[config.mk]
export PLATFORM = sky130hd
export DESIGN_NAME = axil_seq_master_flat
export DESIGN_NICKNAME = d
export VERILOG_FILES = /design/src/rtl/axil_seq_master_if.sv /design/src/rtl/axil_seq_master.sv /design/src/flat_wrapper.sv
export SDC_FILE = /design/constraint.sdc
export NUM_CORES = 1
export LEC_CHECK = 0
export CAP_MARGIN = 0
export CORE_ASPECT_RATIO = 1.5
export CORE_MARGIN = 2
export CORE_UTILIZATION = 42
export DETAILED_ROUTE_END_ITERATION = 16
export HOLD_SLACK_MARGIN = 0.15
export PLACE_DENSITY = 0.76
export RECOVER_POWER = 25
export SLEW_MARGIN = 20
export SYNTH_ARGS = -nofsm -noshare
export SYNTH_HDL_FRONTEND = slang
export SYNTH_SLANG_ARGS = --single-unit
[constraint.sdc]
create_clock -name axi_aclk -period 2.1 [get_ports axi_aclk]
set_clock_uncertainty 0.2 [all_clocks]
set_input_delay 0.525 -clock axi_aclk [delete_from_list [all_inputs] [get_ports axi_aclk]]
set_output_delay 0.525 -clock axi_aclk [all_outputs]
set_load 0.05 [all_outputs]
[src/rtl/axil_seq_master_if.sv]
// Bundle of command/response and AXI4-Lite master signals for axil_seq_master.
// "master" is the sequencer side, "slave" is the command source plus AXI slave side.
interface axil_seq_master_if #(
    parameter int ADDR_W = 32,
    parameter int DATA_W = 32
);
    logic              cmd_valid;
    logic              cmd_ready;
    logic [1:0]        cmd_op;
    logic [ADDR_W-1:0] cmd_addr;
    logic [DATA_W-1:0] cmd_data;
    logic [DATA_W-1:0] cmd_mask;
    logic              rsp_valid;
    logic              rsp_ready;
    logic [DATA_W-1:0] rsp_data;
    logic [1:0]        rsp_resp;
    logic              rsp_timeout;
    logic              busy;
    logic              m_awvalid, m_awready;
    logic [ADDR_W-1:0] m_awaddr;
    logic              m_wvalid, m_wready;
    logic [DATA_W-1:0] m_wdata;
    logic [DATA_W/8-1:0] m_wstrb;
    logic              m_bvalid, m_bready;
    logic [1:0]        m_bresp;
    logic              m_arvalid, m_arready;
    logic [ADDR_W-1:0] m_araddr;
    logic              m_rvalid, m_rready;
    logic [DATA_W-1:0] m_rdata;
    logic [1:0]        m_rresp;

    modport master (
        input  cmd_valid, cmd_op, cmd_addr, cmd_data, cmd_mask, rsp_ready,
        output cmd_ready, rsp_valid, rsp_data, rsp_resp, rsp_timeout, busy,
        output m_awvalid, m_awaddr, input m_awready,
        output m_wvalid, m_wdata, m_wstrb, input m_wready,
        input  m_bvalid, m_bresp, output m_bready,
        output m_arvalid, m_araddr, input m_arready,
        input  m_rvalid, m_rdata, m_rresp, output m_rready
    );

    modport slave (
        output cmd_valid, cmd_op, cmd_addr, cmd_data, cmd_mask, rsp_ready,
        input  cmd_ready, rsp_valid, rsp_data, rsp_resp, rsp_timeout, busy,
        input  m_awvalid, m_awaddr, output m_awready,
        input  m_wvalid, m_wdata, m_wstrb, output m_wready,
        output m_bvalid, m_bresp, input m_bready,
        input  m_arvalid, m_araddr, output m_arready,
        output m_rvalid, m_rdata, m_rresp, input m_rready
    );
endinterface

[src/rtl/axil_seq_master.sv]
// Single-outstanding AXI4-Lite command sequencer: WRITE, READ, DELAY and
// POLL (masked compare with retry gap and attempt limit).
module axil_seq_master #(
    parameter int              ADDR_W    = 32,
    parameter int              DATA_W    = 32,
    parameter logic [ADDR_W-1:0] BASE_ADDR = ADDR_W'(32'h6000_0000),
    parameter int              POLL_MAX  = 16,
    parameter int              POLL_GAP  = 8
) (
    input  logic               axi_aclk,
    input  logic               axi_aresetn,
    axil_seq_master_if.master  bus
);
    typedef enum logic [2:0] {
        IDLE, WR_AW_W, WR_B, RD_AR, RD_R, DLY, POLL_GAP_WAIT, RSP
    } state_t;

    localparam logic [1:0] OP_WR = 2'd0, OP_RD = 2'd1, OP_DLY = 2'd2, OP_POLL = 2'd3;
    localparam int PC_W = $clog2(POLL_MAX + 1);
    localparam logic [PC_W-1:0]   PC_LAST = PC_W'(POLL_MAX - 1);
    localparam logic [DATA_W-1:0] GAP_LD  = (POLL_GAP > 0) ? DATA_W'(POLL_GAP - 1) : '0;

    state_t              r_state, w_next;
    logic [1:0]          r_op;
    logic [ADDR_W-1:0]   r_addr;
    logic [DATA_W-1:0]   r_data, r_mask, r_cnt;
    logic [PC_W-1:0]     r_tries;
    logic                r_aw_done, r_w_done;
    logic [DATA_W-1:0]   r_rsp_data;
    logic [1:0]          r_rsp_resp;
    logic                r_rsp_timeout;

    logic w_cmd_hs, w_aw_hs, w_w_hs, w_match, w_poll_last, w_rd_final;
    assign w_cmd_hs    = bus.cmd_valid && bus.cmd_ready;
    assign w_aw_hs     = bus.m_awvalid && bus.m_awready;
    assign w_w_hs      = bus.m_wvalid && bus.m_wready;
    assign w_match     = ((bus.m_rdata ^ r_data) & r_mask) == '0;
    assign w_poll_last = r_tries == PC_LAST;
    // A read beat ends the command unless it is a clean, non-matching, non-final poll
    assign w_rd_final  = (r_op != OP_POLL) || (bus.m_rresp != 2'b00) || w_match || w_poll_last;

    // cmd_ready is gated by reset so it reads 0 while reset is held
    assign bus.cmd_ready   = (r_state == IDLE) && axi_aresetn;
    assign bus.busy        = r_state != IDLE;
    assign bus.rsp_valid   = r_state == RSP;
    assign bus.rsp_data    = r_rsp_data;
    assign bus.rsp_resp    = r_rsp_resp;
    assign bus.rsp_timeout = r_rsp_timeout;
    assign bus.m_awvalid   = (r_state == WR_AW_W) && !r_aw_done;
    assign bus.m_wvalid    = (r_state == WR_AW_W) && !r_w_done;
    assign bus.m_awaddr    = r_addr;
    assign bus.m_wdata     = r_data;
    assign bus.m_wstrb     = '1;
    assign bus.m_bready    = r_state == WR_B;
    assign bus.m_arvalid   = r_state == RD_AR;
    assign bus.m_araddr    = r_addr;
    assign bus.m_rready    = r_state == RD_R;

    always_comb begin
        w_next = r_state;
        case (r_state)
            IDLE: if (w_cmd_hs) begin
                case (bus.cmd_op)
                    OP_WR:          w_next = WR_AW_W;
                    OP_RD, OP_POLL: w_next = RD_AR;
                    default:        w_next = DLY;
                endcase
            end
            WR_AW_W:       if ((r_aw_done || w_aw_hs) && (r_w_done || w_w_hs)) w_next = WR_B;
            WR_B:          if (bus.m_bvalid) w_next = RSP;
            RD_AR:         if (bus.m_arready) w_next = RD_R;
            RD_R: if (bus.m_rvalid) begin
                if (w_rd_final)         w_next = RSP;
                else if (POLL_GAP == 0) w_next = RD_AR;
                else                    w_next = POLL_GAP_WAIT;
            end
            DLY:           if (r_cnt == '0) w_next = RSP;
            POLL_GAP_WAIT: if (r_cnt == '0) w_next = RD_AR;
            RSP:           if (bus.rsp_ready) w_next = IDLE;
            default:       w_next = IDLE;
        endcase
    end

    always_ff @(posedge axi_aclk or negedge axi_aresetn) begin
        if (!axi_aresetn) r_state <= IDLE;
        else              r_state <= w_next;
    end

    always_ff @(posedge axi_aclk or negedge axi_aresetn) begin
        if (!axi_aresetn) begin
            r_op          <= OP_WR;
            r_addr        <= '0;
            r_data        <= '0;
            r_mask        <= '0;
            r_cnt         <= '0;
            r_tries       <= '0;
            r_aw_done     <= 1'b0;
            r_w_done      <= 1'b0;
            r_rsp_data    <= '0;
            r_rsp_resp    <= 2'b00;
            r_rsp_timeout <= 1'b0;
        end else begin
            case (r_state)
                IDLE: if (w_cmd_hs) begin
                    r_op          <= bus.cmd_op;
                    r_addr        <= BASE_ADDR + bus.cmd_addr;
                    r_data        <= bus.cmd_data;
                    r_mask        <= bus.cmd_mask;
                    r_cnt         <= bus.cmd_data;
                    r_tries       <= '0;
                    r_aw_done     <= 1'b0;
                    r_w_done      <= 1'b0;
                    r_rsp_timeout <= 1'b0;
                end
                WR_AW_W: begin
                    if (w_aw_hs) r_aw_done <= 1'b1;
                    if (w_w_hs)  r_w_done  <= 1'b1;
                end
                WR_B: if (bus.m_bvalid) begin
                    r_rsp_data <= r_data;
                    r_rsp_resp <= bus.m_bresp;
                end
                RD_R: if (bus.m_rvalid) begin
                    r_rsp_data <= bus.m_rdata;
                    r_rsp_resp <= bus.m_rresp;
                    r_tries    <= r_tries + PC_W'(1);
                    r_cnt      <= GAP_LD;
                    if (r_op == OP_POLL && bus.m_rresp == 2'b00 && !w_match && w_poll_last)
                        r_rsp_timeout <= 1'b1;
                end
                DLY: begin
                    if (r_cnt == '0) begin
                        r_rsp_data <= '0;
                        r_rsp_resp <= 2'b00;
                    end else begin
                        r_cnt <= r_cnt - DATA_W'(1);
                    end
                end
                POLL_GAP_WAIT: if (r_cnt != '0) r_cnt <= r_cnt - DATA_W'(1);
                default: ;
            endcase
        end
    end
endmodule
[src/flat_wrapper.sv]
// flat-port wrapper written by rule: the top's interface ports become plain ports
module axil_seq_master_flat 
#(
    parameter int              ADDR_W    = 32,
    parameter int              DATA_W    = 32,
    parameter logic [ADDR_W-1:0] BASE_ADDR = ADDR_W'(32'h6000_0000),
    parameter int              POLL_MAX  = 16,
    parameter int              POLL_GAP  = 8
)
  (axi_aclk, axi_aresetn, bus_cmd_valid, bus_cmd_op, bus_cmd_addr, bus_cmd_data, bus_cmd_mask, bus_rsp_ready, bus_cmd_ready, bus_rsp_valid, bus_rsp_data, bus_rsp_resp, bus_rsp_timeout, bus_busy, bus_m_awvalid, bus_m_awaddr, bus_m_awready, bus_m_wvalid, bus_m_wdata, bus_m_wstrb, bus_m_wready, bus_m_bvalid, bus_m_bresp, bus_m_bready, bus_m_arvalid, bus_m_araddr, bus_m_arready, bus_m_rvalid, bus_m_rdata, bus_m_rresp, bus_m_rready);
  axil_seq_master_if #(.ADDR_W(ADDR_W), .DATA_W(DATA_W)) bus_i ();
  input  logic axi_aclk;
  input  logic axi_aresetn;
  input wire logic [$bits(bus_i.cmd_valid)-1:0] bus_cmd_valid;
  input wire logic [$bits(bus_i.cmd_op)-1:0] bus_cmd_op;
  input wire logic [$bits(bus_i.cmd_addr)-1:0] bus_cmd_addr;
  input wire logic [$bits(bus_i.cmd_data)-1:0] bus_cmd_data;
  input wire logic [$bits(bus_i.cmd_mask)-1:0] bus_cmd_mask;
  input wire logic [$bits(bus_i.rsp_ready)-1:0] bus_rsp_ready;
  output wire logic [$bits(bus_i.cmd_ready)-1:0] bus_cmd_ready;
  output wire logic [$bits(bus_i.rsp_valid)-1:0] bus_rsp_valid;
  output wire logic [$bits(bus_i.rsp_data)-1:0] bus_rsp_data;
  output wire logic [$bits(bus_i.rsp_resp)-1:0] bus_rsp_resp;
  output wire logic [$bits(bus_i.rsp_timeout)-1:0] bus_rsp_timeout;
  output wire logic [$bits(bus_i.busy)-1:0] bus_busy;
  output wire logic [$bits(bus_i.m_awvalid)-1:0] bus_m_awvalid;
  output wire logic [$bits(bus_i.m_awaddr)-1:0] bus_m_awaddr;
  input wire logic [$bits(bus_i.m_awready)-1:0] bus_m_awready;
  output wire logic [$bits(bus_i.m_wvalid)-1:0] bus_m_wvalid;
  output wire logic [$bits(bus_i.m_wdata)-1:0] bus_m_wdata;
  output wire logic [$bits(bus_i.m_wstrb)-1:0] bus_m_wstrb;
  input wire logic [$bits(bus_i.m_wready)-1:0] bus_m_wready;
  input wire logic [$bits(bus_i.m_bvalid)-1:0] bus_m_bvalid;
  input wire logic [$bits(bus_i.m_bresp)-1:0] bus_m_bresp;
  output wire logic [$bits(bus_i.m_bready)-1:0] bus_m_bready;
  output wire logic [$bits(bus_i.m_arvalid)-1:0] bus_m_arvalid;
  output wire logic [$bits(bus_i.m_araddr)-1:0] bus_m_araddr;
  input wire logic [$bits(bus_i.m_arready)-1:0] bus_m_arready;
  input wire logic [$bits(bus_i.m_rvalid)-1:0] bus_m_rvalid;
  input wire logic [$bits(bus_i.m_rdata)-1:0] bus_m_rdata;
  input wire logic [$bits(bus_i.m_rresp)-1:0] bus_m_rresp;
  output wire logic [$bits(bus_i.m_rready)-1:0] bus_m_rready;
  assign bus_i.cmd_valid = bus_cmd_valid;
  assign bus_i.cmd_op = bus_cmd_op;
  assign bus_i.cmd_addr = bus_cmd_addr;
  assign bus_i.cmd_data = bus_cmd_data;
  assign bus_i.cmd_mask = bus_cmd_mask;
  assign bus_i.rsp_ready = bus_rsp_ready;
  assign bus_cmd_ready = bus_i.cmd_ready;
  assign bus_rsp_valid = bus_i.rsp_valid;
  assign bus_rsp_data = bus_i.rsp_data;
  assign bus_rsp_resp = bus_i.rsp_resp;
  assign bus_rsp_timeout = bus_i.rsp_timeout;
  assign bus_busy = bus_i.busy;
  assign bus_m_awvalid = bus_i.m_awvalid;
  assign bus_m_awaddr = bus_i.m_awaddr;
  assign bus_i.m_awready = bus_m_awready;
  assign bus_m_wvalid = bus_i.m_wvalid;
  assign bus_m_wdata = bus_i.m_wdata;
  assign bus_m_wstrb = bus_i.m_wstrb;
  assign bus_i.m_wready = bus_m_wready;
  assign bus_i.m_bvalid = bus_m_bvalid;
  assign bus_i.m_bresp = bus_m_bresp;
  assign bus_m_bready = bus_i.m_bready;
  assign bus_m_arvalid = bus_i.m_arvalid;
  assign bus_m_araddr = bus_i.m_araddr;
  assign bus_i.m_arready = bus_m_arready;
  assign bus_i.m_rvalid = bus_m_rvalid;
  assign bus_i.m_rdata = bus_m_rdata;
  assign bus_i.m_rresp = bus_m_rresp;
  assign bus_m_rready = bus_i.m_rready;
  axil_seq_master #(.ADDR_W(ADDR_W), .DATA_W(DATA_W), .BASE_ADDR(BASE_ADDR), .POLL_MAX(POLL_MAX), .POLL_GAP(POLL_GAP)) u_core (.axi_aclk(axi_aclk), .axi_aresetn(axi_aresetn), .bus(bus_i));
endmodule
==> metrics list <==
- On the critical path the largest part of the delay comes from simple AND/OR/NAND/NOR gates.
* Via count normalized by instance count: 5.88
- Height of the die: 181 um
- The final reports fail on setup timing.
* Crit path top cell by count: nor4_4
* Worst slew slack as a fraction of its limit: 37.4%
- Filler cell count: 1468
- DP HPWL: 24200 um
- Final Cell Area: 0.0145 mm2
- The net count of the finished layout is 1568.
- For this block, the routed nets add up to 38400 um of wire.
- Die width: 122 um
- Compared with the post-synthesis result, the final layout area differs by 64.8%.
* Measured slew at the worst slew-check pin: 0.939 ns
- Cell area after placement: 0.0127 mm2
- Share of final-layout standard cells stronger than drive strength 1: 36.2%
* Hold/Removal Path Class: reg2reg
- In the post-synthesis netlist, the biggest area contributors are dfrtp_1, nand2_1, o21ai_1.
- Once the floorplan was initialized, standard cells occupied 43.0% of the core.
- The most common cell in the synthesized netlist is nand2_1.
- Inserted Clock Buffers: 17
* Number of enable-type register cells in the synthesized netlist: 0
- Endpoints failing hold: 0
- After synthesis, the netlist uses 46 different library cells.
- The largest individual stage delay along the critical path comes from the cell dfrtp_1.
* Proportion of synthesized flip-flops having asynchronous set or reset: 100%
- Together, buffers and inverters on the worst path number 2.
* Post-synthesis instance total: 1039
* Met1 track demand over resource in global routing: 38.5%
* Outcome: complete, but fails checks
- Count of unresolved DRC violations after routing: 0
- TritonCTS built the clock tree.
- Summed over all layers, the global routing overflow is 0.
- Max-capacitance violation count: 0
- The number of global-route vias before repair is 9745.
- Sum of negative setup slack: -16.93 ns
- Num rows: 64
* Clock Path Buffers: 2
- Dividing total power by cell area gives a power density of 1860 mW/mm2.
- Fraction of post-synthesis cell area in the top cell type by area: 49.6%
* Post-synthesis sequential element count: 175
* Clock Tree Root: clkbuf_16
* Upper clock frequency limit: 0.406 GHz
- STA classifies the critical path startpoint as a flop.
- The die covers 0.0222 mm2.
- Largest fanout of any net on the critical path: 5
- Dpl ws: -0.736 ns
- Data on the critical path is required at its endpoint by 2.22 ns.
* Clock insertion delay at the later pin of the skew report: 0.44 ns
* M3 GR Usage: 4.99%
- Cell type with the largest total area after synthesis: dfrtp_1
- The first detailed-routing pass took 7 iterations.
- Walking the worst path, the cells encountered are nor4_4, nand2b_4, nor4_4, buf_4, buf_6, a2bb2oi_4, a21oi_2, a31oi_2.
- Summing the sequential cell areas from Yosys gives 49.6% of the chip area.
* Static power due to leakage: 7.14 nW
- Count of endpoints failing setup in the final report: 101
* Leading cell types by count after synthesis: nand2_1, dfrtp_1, o21ai_1, a21oi_1, clkbuf_1
- Setup repair after global routing missed its margin: yes
- The clock net in this run drives a total of 175 sinks.
* Post-layout worst setup margin: -0.365 ns
* Cells on Worst Hold Path: 2
- The count of final max-slew check failures came to 0.
- In this run the critical register-to-register path is captured at u_core.r_state[2]$_DFFE_PN0P_.
- In this run, the number of DRC markers left after iteration 0 of detailed routing was 1115.
- Maximum number of pins on one net before global-route repair: 158
- Post-synth design cell area: 0.00882 mm2
* Routed via count: 9989
* Count of H-tree levels built during CTS: 4
- Area of the core region: 0.0205 mm2
* Gpl congestion: 0.920
- Once placement completed, the tool counted placed cells totaling 1620.
- Post-layout power: 27.1 mW
* Reg2reg start: u_core.r_cnt[12]$_DFFE_PN0P_
* Terminating pin of the worst hold path: u_core.r_mask[6]$_DFFE_PN0P_
* Clock edge transition at the registers on the reported setup and hold paths: 0.07 ns
- In this run the most used layer during global routing was met2.
* Syn Area/Cell: 8.49 um2
* Global-route wire length before repair: 54500 um
- The worst path in the final design needs a cycle of 2.46 ns, including I/O delays and setup.
- Start point of the worst min-delay path: u_core.r_mask[6]$_DFFE_PN0P_
* Portion of the clock cycle consumed by the worst path in the final layout: 117%
- Antenna violations before repair: 4
- Top_reg_cell synth: dfrtp_1
- Routed length per placed instance: 22.6 um
- In this run the register-to-register setup slack is -0.36 ns.
* CP Capture Type: flop
* All-layer global routing usage: 32.4%
- Category of the critical setup timing path: reg2reg
* Critical Path Max Stage Delay: 0.42 ns
- Antenna-violating nets left: 0
- For met2 alone, demand over resource in global routing was 53.6%.
- Data on the critical path arrives at its endpoint at 2.59 ns.
- Length in cells of the worst reg-to-reg path: 8
* Number of port buffers: 281
- The worst-case IR drop observed on VDD is 0.000837 V.
* Io pins: 286
- The finished layout holds 1698 standard cells, fillers aside.
- During synthesis, Yosys emitted a total of 0 warnings.
## report_power, final
| part | internal (mW) | switching, mW |
|---|---|---|
| clock | 1.89 | 1.45 |
| sequential | 4.88 | 1.37 |
| combinational | 6.76 | 10.7 |
| total | 13.5 | 13.5 |
## routing by layer
| layer | wire length [um] | up-vias |
|---|---|---|
| met5 | 11 | - |
| met4 | 3170 | 2 |
| met3 | 2960 | 232 |
| met2 | 19000 | 674 |
| met1 | 13300 | 4820 |
| li1 | - | 4261 |
## state kept, by name (all words and copies together), names as in the netlist
signal,flops
u_core.r_cnt,32
u_core.r_tries,5
u_core.bus.m_araddr,32
u_core.r_w_done,1
u_core.bus.rsp_resp,2
u_core.bus.m_wdata,32
u_core.r_mask,32
u_core.r_aw_done,1
u_core.bus.rsp_timeout,1
u_core.r_op,2
u_core.r_state,3
u_core.bus.rsp_data,32
## layout by cell type (no fill, tap or decap), types with 22 or more instances in the layout
master / netlist / routed
clkbuf_2: 0 / 72
xor2_1: 36 / 33
nand3_2: 1 / 32
clkbuf_16: 0 / 22
nand2_1: 309 / 301
a21oi_1: 60 / 59
clkdlybuf4s50_1: 0 / 116
buf_4: 38 / 168
buf_12: 0 / 48
nor2_1: 40 / 35
and3_1: 41 / 39
dfrtp_1: 175 / 172
o21ai_2: 1 / 65
## stage by stage
stage               util, %  hold slack [ns]
floorplan                 -           0.0294
global placement       61.8            0.259
detailed placement     61.8            0.268
CTS                    69.9            0.286
global route           70.9            0.319
finish                 70.9            0.287
## final cells by class
| class | count | area (um2) | share of cell area [%] |
|---|---|---|---|
| diodes | 2 | 5.00 | 0.0344 |
| repair buffers | 461 | 4500 | 31.0 |
| clock buffers | 18 | 429 | 2.95 |
| inverters | 13 | 51.3 | 0.353 |
| well taps | 264 | 330 | 2.27 |
| clock inverters | 13 | 175 | 1.20 |
| flip-flops and latches | 175 | 4380 | 30.1 |
| multi-input cells | 752 | 4660 | 32.1 |
## logic make-up (layout without fill, tap and decap cells)
family	count (synthesis)	after routing	synth area share (%)
AO/OA/AOI/OAI	221	221	14.8
XOR/XNOR	36	36	3.57
adder cells (fa/ha/maj)	5	5	0.709
buffers and inverters	115	505	6.68
flip-flops	175	175	49.6
other	1	6	0.0425
AND/OR/NAND/NOR	486	486	24.6
## worst max-delay path by stage
stage,startpoint,end,slack [ns],cells after the start
2_1_floorplan,u_core.r_state[0]$_DFFE_PN0P_,u_core.bus.rsp_data[13]$_DFFE_PN0P_,-0.08,7
3_3_place_gp,bus_m_rdata[28],u_core.bus.rsp_timeout$_DFFE_PN0P_,-0.72,9
3_5_place_dp,bus_m_rdata[28],u_core.bus.rsp_timeout$_DFFE_PN0P_,-0.74,9
4_1_cts,u_core.r_state[0]$_DFFE_PN0P_,bus_m_awvalid,-0.22,4
5_1_grt,u_core.r_cnt[3]$_DFFE_PN0P_,u_core.r_cnt[31]$_DFFE_PN0P_,-0.40,8
6_report,u_core.r_cnt[12]$_DFFE_PN0P_,u_core.r_state[2]$_DFFE_PN0P_,-0.36,8
## tightest hold or removal path: cells and delay by family, from the launching register on
kind | cells | cell delay, ns
flops | 1 | 0.35
simple gates | 2 | 0.11
## what timing repair did
| action | CTS | global route |
|---|---|---|
| pin swaps | 81 | 44 |
| endpoints found under the hold margin | 54 | 0 |
| setup buffers | 23 | 15 |
| gates resized for setup | 143 | 98 |
| setup endpoints to repair | 78 | 101 |
| hold buffers | 1 | 0 |
| gates cloned | 11 | 6 |
No activity file was read; power rests on OpenSTA's default activity.
